`src/rtl/mcu_ctrl_pkg.sv`:
```
// mcu_ctrl_pkg: shared state, opcode and control-field encodings for the MCU control unit.
`default_nettype none

package mcu_ctrl_pkg;

  typedef enum logic [2:0] {
    S_FETCH  = 3'd0,
    S_DECODE = 3'd1,
    S_EXEC   = 3'd2,
    S_MEM    = 3'd3,
    S_WB     = 3'd4,
    S_HALT   = 3'd5
  } state_t;

  localparam logic [3:0] OP_NOP = 4'b0000;
  localparam logic [3:0] OP_ADD = 4'b0001;
  localparam logic [3:0] OP_SUB = 4'b0010;
  localparam logic [3:0] OP_AND = 4'b0011;
  localparam logic [3:0] OP_OR  = 4'b0100;
  localparam logic [3:0] OP_XOR = 4'b0101;
  localparam logic [3:0] OP_NOT = 4'b0110;
  localparam logic [3:0] OP_SHL = 4'b0111;
  localparam logic [3:0] OP_SHR = 4'b1000;
  localparam logic [3:0] OP_CMP = 4'b1001;
  localparam logic [3:0] OP_LD  = 4'b1010;
  localparam logic [3:0] OP_ST  = 4'b1011;
  localparam logic [3:0] OP_JMP = 4'b1100;
  localparam logic [3:0] OP_JZ  = 4'b1101;
  localparam logic [3:0] OP_JC  = 4'b1110;
  localparam logic [3:0] OP_HLT = 4'b1111;

  localparam logic [1:0] MEM_IDLE  = 2'b00;
  localparam logic [1:0] MEM_FETCH = 2'b01;
  localparam logic [1:0] MEM_READ  = 2'b10;
  localparam logic [1:0] MEM_WRITE = 2'b11;

  localparam logic [1:0] REG_IDLE  = 2'b00;
  localparam logic [1:0] REG_READ  = 2'b01;
  localparam logic [1:0] REG_WRITE = 2'b10;

  localparam logic [3:0] ALU_PASS_B = 4'b0000;
  localparam logic [3:0] ALU_SUB    = 4'b0010;

  // ADD..SHR occupy the contiguous range 0001..1000.
  function automatic logic is_alu_op(input logic [3:0] op);
    return (op >= OP_ADD) && (op <= OP_SHR);
  endfunction

endpackage

`default_nettype wire

```
`src/rtl/mcu_control.sv`:
```
// mcu_control: multi-cycle FSM sequencing fetch/decode/execute/memory/write-back
// and decoding the datapath enables, operation codes and mux selects.
`default_nettype none

module mcu_control
  import mcu_ctrl_pkg::*;
(
  input  logic       clk,
  input  logic       rst,
  input  logic [3:0] OP,
  input  logic [1:0] SM,
  input  logic [1:0] Flag,
  output logic       PC_E,
  output logic       REG_E,
  output logic       ALU_E,
  output logic       MEM_E,
  output logic       PC_Ctr,
  output logic [1:0] Mem_Ctr,
  output logic [1:0] Reg_Ctr,
  output logic [3:0] ALU_Ctr,
  output logic       ALU_IN,
  output logic       MemToReg,
  output logic       Reg_Dst
);

  state_t     state;
  logic [3:0] op_q;
  logic       imm_q;

  logic unused_sm;
  assign unused_sm = SM[1];

  always_ff @(posedge clk) begin
    if (rst) begin
      state <= S_FETCH;
      op_q  <= OP_NOP;
      imm_q <= 1'b0;
    end else begin
      case (state)
        S_FETCH: state <= S_DECODE;
        S_DECODE: begin
          op_q  <= OP;
          imm_q <= SM[0];
          if (OP == OP_NOP)      state <= S_FETCH;
          else if (OP == OP_HLT) state <= S_HALT;
          else                   state <= S_EXEC;
        end
        S_EXEC: begin
          if (is_alu_op(op_q))                     state <= S_WB;
          else if (op_q == OP_LD || op_q == OP_ST) state <= S_MEM;
          else                                     state <= S_FETCH;
        end
        S_MEM:   state <= (op_q == OP_LD) ? S_WB : S_FETCH;
        S_WB:    state <= S_FETCH;
        S_HALT:  state <= S_HALT;
        default: state <= S_FETCH;
      endcase
    end
  end

  // DECODE looks at the live OP because the latch only captures it at the end of that cycle.
  always_comb begin
    PC_E     = 1'b0;
    REG_E    = 1'b0;
    ALU_E    = 1'b0;
    MEM_E    = 1'b0;
    PC_Ctr   = 1'b0;
    Mem_Ctr  = MEM_IDLE;
    Reg_Ctr  = REG_IDLE;
    ALU_Ctr  = ALU_PASS_B;
    ALU_IN   = 1'b0;
    MemToReg = 1'b0;
    Reg_Dst  = 1'b0;
    if (!rst) begin
      case (state)
        S_FETCH: begin
          MEM_E   = 1'b1;
          Mem_Ctr = MEM_FETCH;
        end
        S_DECODE: begin
          REG_E   = 1'b1;
          Reg_Ctr = REG_READ;
          PC_E    = (OP == OP_NOP);
        end
        S_EXEC: begin
          if (is_alu_op(op_q)) begin
            ALU_E   = 1'b1;
            ALU_IN  = imm_q;
            ALU_Ctr = op_q;
          end else begin
            case (op_q)
              OP_CMP: begin
                ALU_E   = 1'b1;
                ALU_IN  = imm_q;
                ALU_Ctr = ALU_SUB;
                PC_E    = 1'b1;
              end
              OP_LD, OP_ST: begin
                ALU_E  = 1'b1;
                ALU_IN = imm_q;
              end
              OP_JMP: begin
                PC_E   = 1'b1;
                PC_Ctr = 1'b1;
              end
              OP_JZ: begin
                PC_E   = 1'b1;
                PC_Ctr = Flag[0];
              end
              OP_JC: begin
                PC_E   = 1'b1;
                PC_Ctr = Flag[1];
              end
              default: ;
            endcase
          end
        end
        S_MEM: begin
          if (op_q == OP_LD) begin
            MEM_E   = 1'b1;
            Mem_Ctr = MEM_READ;
          end else if (op_q == OP_ST) begin
            MEM_E   = 1'b1;
            Mem_Ctr = MEM_WRITE;
            PC_E    = 1'b1;
          end
        end
        S_WB: begin
          REG_E    = 1'b1;
          Reg_Ctr  = REG_WRITE;
          PC_E     = 1'b1;
          MemToReg = (op_q == OP_LD);
          Reg_Dst  = (op_q == OP_LD);
        end
        default: ;
      endcase
    end
  end

endmodule

`default_nettype wire

```
`config.mk`:
```
export PLATFORM = sky130hd
export DESIGN_NAME = mcu_control
export DESIGN_NICKNAME = d
export VERILOG_FILES = /design/src/rtl/mcu_ctrl_pkg.sv /design/src/rtl/mcu_control.sv
export SDC_FILE = /design/constraint.sdc
export NUM_CORES = 1
export LEC_CHECK = 0
export ABC_AREA = 1
export CAP_MARGIN = 30
export CORE_UTILIZATION = 45
export CTS_CLUSTER_SIZE = 20
export DETAILED_ROUTE_END_ITERATION = 8
export DONT_BUFFER_PORTS = 1
export PLACE_DENSITY = 0.57
export SLEW_MARGIN = 0
export SYNTH_ARGS = -nofsm -noshare
export SYNTH_HDL_FRONTEND = slang
export SYNTH_SLANG_ARGS = --single-unit
```
`constraint.sdc`:
```
create_clock -name clk -period 1.8 [get_ports clk]
set_input_delay 0.18 -clock clk [delete_from_list [all_inputs] [get_ports clk]]
set_output_delay 0.18 -clock clk [all_outputs]
set_load 0.1 [all_outputs]
```
==> out/metrics.yaml, run 1 <==
worstSetupPathType: "reg2out"
final_cell_mix: "19 x nand2_1, 15 x inv_1, 12 x buf_12"
max-slew-margin-rel: 0.758
whs_ps: 80.9
wl_um: 1600
ys_seq_area_frac: 0.252
crit_buf_inv: 1
io_buffer_count: 0
path_delay_family: "simple AND/OR/NAND/NOR gates"
top_layer: "met4"
max_freq_mhz: 589
overflow: 0
crit_path_end_kind: "primary output"
htree_levels: 1
place_area_sq_um: 982
timing.final.crit_share: 0.943
drc: 0
dieArea_sq_um: 1570
ff2ff_setup_slack_ps: 690
clock_power_share: 0.181
yosys_most_used_dff: "dfxtp_1"
switching_power_uw: 343
p_seq_frac: 0.323
rsz0062_at_grt: "false"
drive_above_1_share: 0.400
p_int_uw: 379
critPathLaunchType: "flip-flop"
drv_cap: 0
grt_start_max_net_pins: 11
mostFrequentLayoutCell: "nand2_1"
pwr-share-comb: 0.496
clk_pin_slew_worst_paths_ps: 50
synth_edf_count: 0
min_path_type: "in2reg"
total_power_uw: 723
wl_met2_um: 832
antenna_found_initial: 0
regArea_sq_um: 163
clk-insertion-delay-late_ps: 250
setup_ws_ps: 103
swShare: 0.475
dpl.hpwl_um: 1330
slowest_stage: "dfxtp_2"
grt_pass1_wl_um: 2370
dr.pass1.iters: 4
rows: 13
place_ws_ps: 238
outcome: "completed"
wl_per_cell_um: 11.9
hold_path_end: "op_q[1]$_SDFFE_PP0N_"
synthCells: 104
hp-start: "OP[1]"
die_y_um: 39.6
final_area_sq_um: 1020
r2r_cells: 6
cpPeakStageDelay_ps: 440
drtIter0Drc: 16
ios: 26
wl_met3_um: 70
finalCriticalPeriod_ps: 1700
synth.distinct_cells: 22
cts_inserted_buffers: 3
fp.coreArea_sq_um: 1300
skew_ps: 5.48
cp.required_ps: 1620
initial_core_util: 0.488
cts.sinks: 8
syn_nets: 114
ys_ff_latch: 8
reg2reg_from: "op_q[3]$_SDFFE_PP0N_"
diodes: 0
wl_met1_um: 662
synth_area_sq_um: 636
cts_tree: "yes"
antenna_left: 0
fillCellCount: 98
arrival_ps: 1520
multi_input_area_sq_um: 467
power_density_nw_per_um2: 708
vias_per_cell: 5.27
vdd_drop_max_mv: 0.618
r2r-end: "state[0]$_SDFF_PP0_"
worst_slew_pin_slew_ps: 359
cp_cell_sequence: "nand2_2 > nor2_2 > nand2_1 > a21oi_4 > buf_12"
syn_area_per_cell_sq_um: 6.11
first_global_vias: 583
hold_depth: 2
routabilityCongestion: 0.797
final_hold_viol_count: 0
ys_async_sr_fraction: 0
vias: 711
post_cts_buffers: 0
nNetsFinal: 132
cts-root-buf: "clkbuf_4"
p_leak_uw: 0.000448
crit_fanout: 8
final-setup-viol-count: 0
areaGrowthSynthToFinish_pct: 60.6
clockBufferDepth: 2
fp.dieW_um: 39.6
yosysWarnings: 0
grt_usage: 0.224
drv_slew: 0
[layout make-up]
| type | instances | area share |
|---|---|---|
| Timing Repair Buffer | 16 | 0.267 |
| Clock buffer | 3 | 0.0221 |
| Tap cell | 15 | 0.0184 |
| Sequential cell | 8 | 0.159 |
| Inverter | 20 | 0.0760 |
| Multi-Input combinational cell | 73 | 0.457 |
[cell families after synthesis]
group	share of synthesized area
compound gates	0.175
buf+inv	0.154
flops	0.252
simple gates	0.419
[synth_stat cells (2+ instances only)]
library cell	number	area share
nor2_2	2	0.020
nand2_1	19	0.11
dfxtp_1	8	0.25
nand2_2	4	0.039
nor3_2	2	0.031
buf_4	2	0.024
a21oi_1	9	0.071
inv_1	15	0.089
nor2_1	12	0.071
nand3_1	8	0.063
inv_2	4	0.024
nor3_1	2	0.016
o21ai_1	5	0.039
o21ai_0	4	0.031
[metrics by stage]
step | setup TNS (ps) | util | instances
after global routing | 0 | 0.785 | 135
after global placement | 0 | 0.755 | 131
after CTS | 0 | 0.781 | 135
after detailed placement | 0 | 0.755 | 131
final | 0 | 0.785 | 135
after floorplan | -970 | - | 104
[power groups by stage]
| stage | sequential [uW] | clock, uW | combinational (uW) |
|---|---|---|---|
| 2_1_floorplan | 221 | 0 | 288 |
| 3_3_place_gp | 233 | 0 | 346 |
| 3_5_place_dp | 235 | 0 | 355 |
| 4_1_cts | 233 | 135 | 358 |
| 5_1_grt | 237 | 141 | 380 |
| 6_report | 233 | 131 | 359 |
[per-layer routing]
metal	vias up	GRT usage
li1	368	-
met1	314	0.277
met2	25	0.389
met3	4	0.00568
met4	0	0.112
met5	-	0
[worst max path at each step]
| stage | startpoint | end | slack [ps] | depth (start not counted) |
|---|---|---|---|---|
| 2_1_floorplan | state[0]$_SDFF_PP0_ | Reg_Dst | -350 | 5 |
| 3_3_place_gp | op_q[3]$_SDFFE_PP0N_ | MEM_E | 270 | 5 |
| 3_5_place_dp | op_q[3]$_SDFFE_PP0N_ | MEM_E | 240 | 5 |
| 5_1_grt | op_q[2]$_SDFFE_PP0N_ | MEM_E | 30 | 6 |
| 6_report | op_q[3]$_SDFFE_PP0N_ | MEM_E | 100 | 5 |
| 4_1_cts | state[2]$_SDFF_PP0_ | ALU_IN | 50 | 6 |
[registers in the layout, indices dropped and copies added (netlist names)]
register,cells
state,3
imm_q,1
op_q,4
[timing repair]
item,CTS,global route
hold buffers,1,0
pin swaps,0,1
endpoints found under the hold margin,1,0
endpoints found under the setup margin,4,1
gates resized for setup,1,1
Note: power is estimated with default switching activity, not from simulation.
==> inputs of run 2 (changes only) <==
CAP_MARGIN = 20   (was 30)
==> results of run 2 <==
Same layout as run 1: the final DEF is identical, and so are final timing and power.
==> inputs of run 3 (changes only) <==
MAX_ROUTING_LAYER = met4   (was default)
==> results of run 3 <==
Same layout as run 1: the final DEF is identical, and so are final timing and power.
Main changes from that run: final weighted congestion in routability-driven placement 0.797 -> 0.809; overall routing resource usage 0.224 -> 0.229
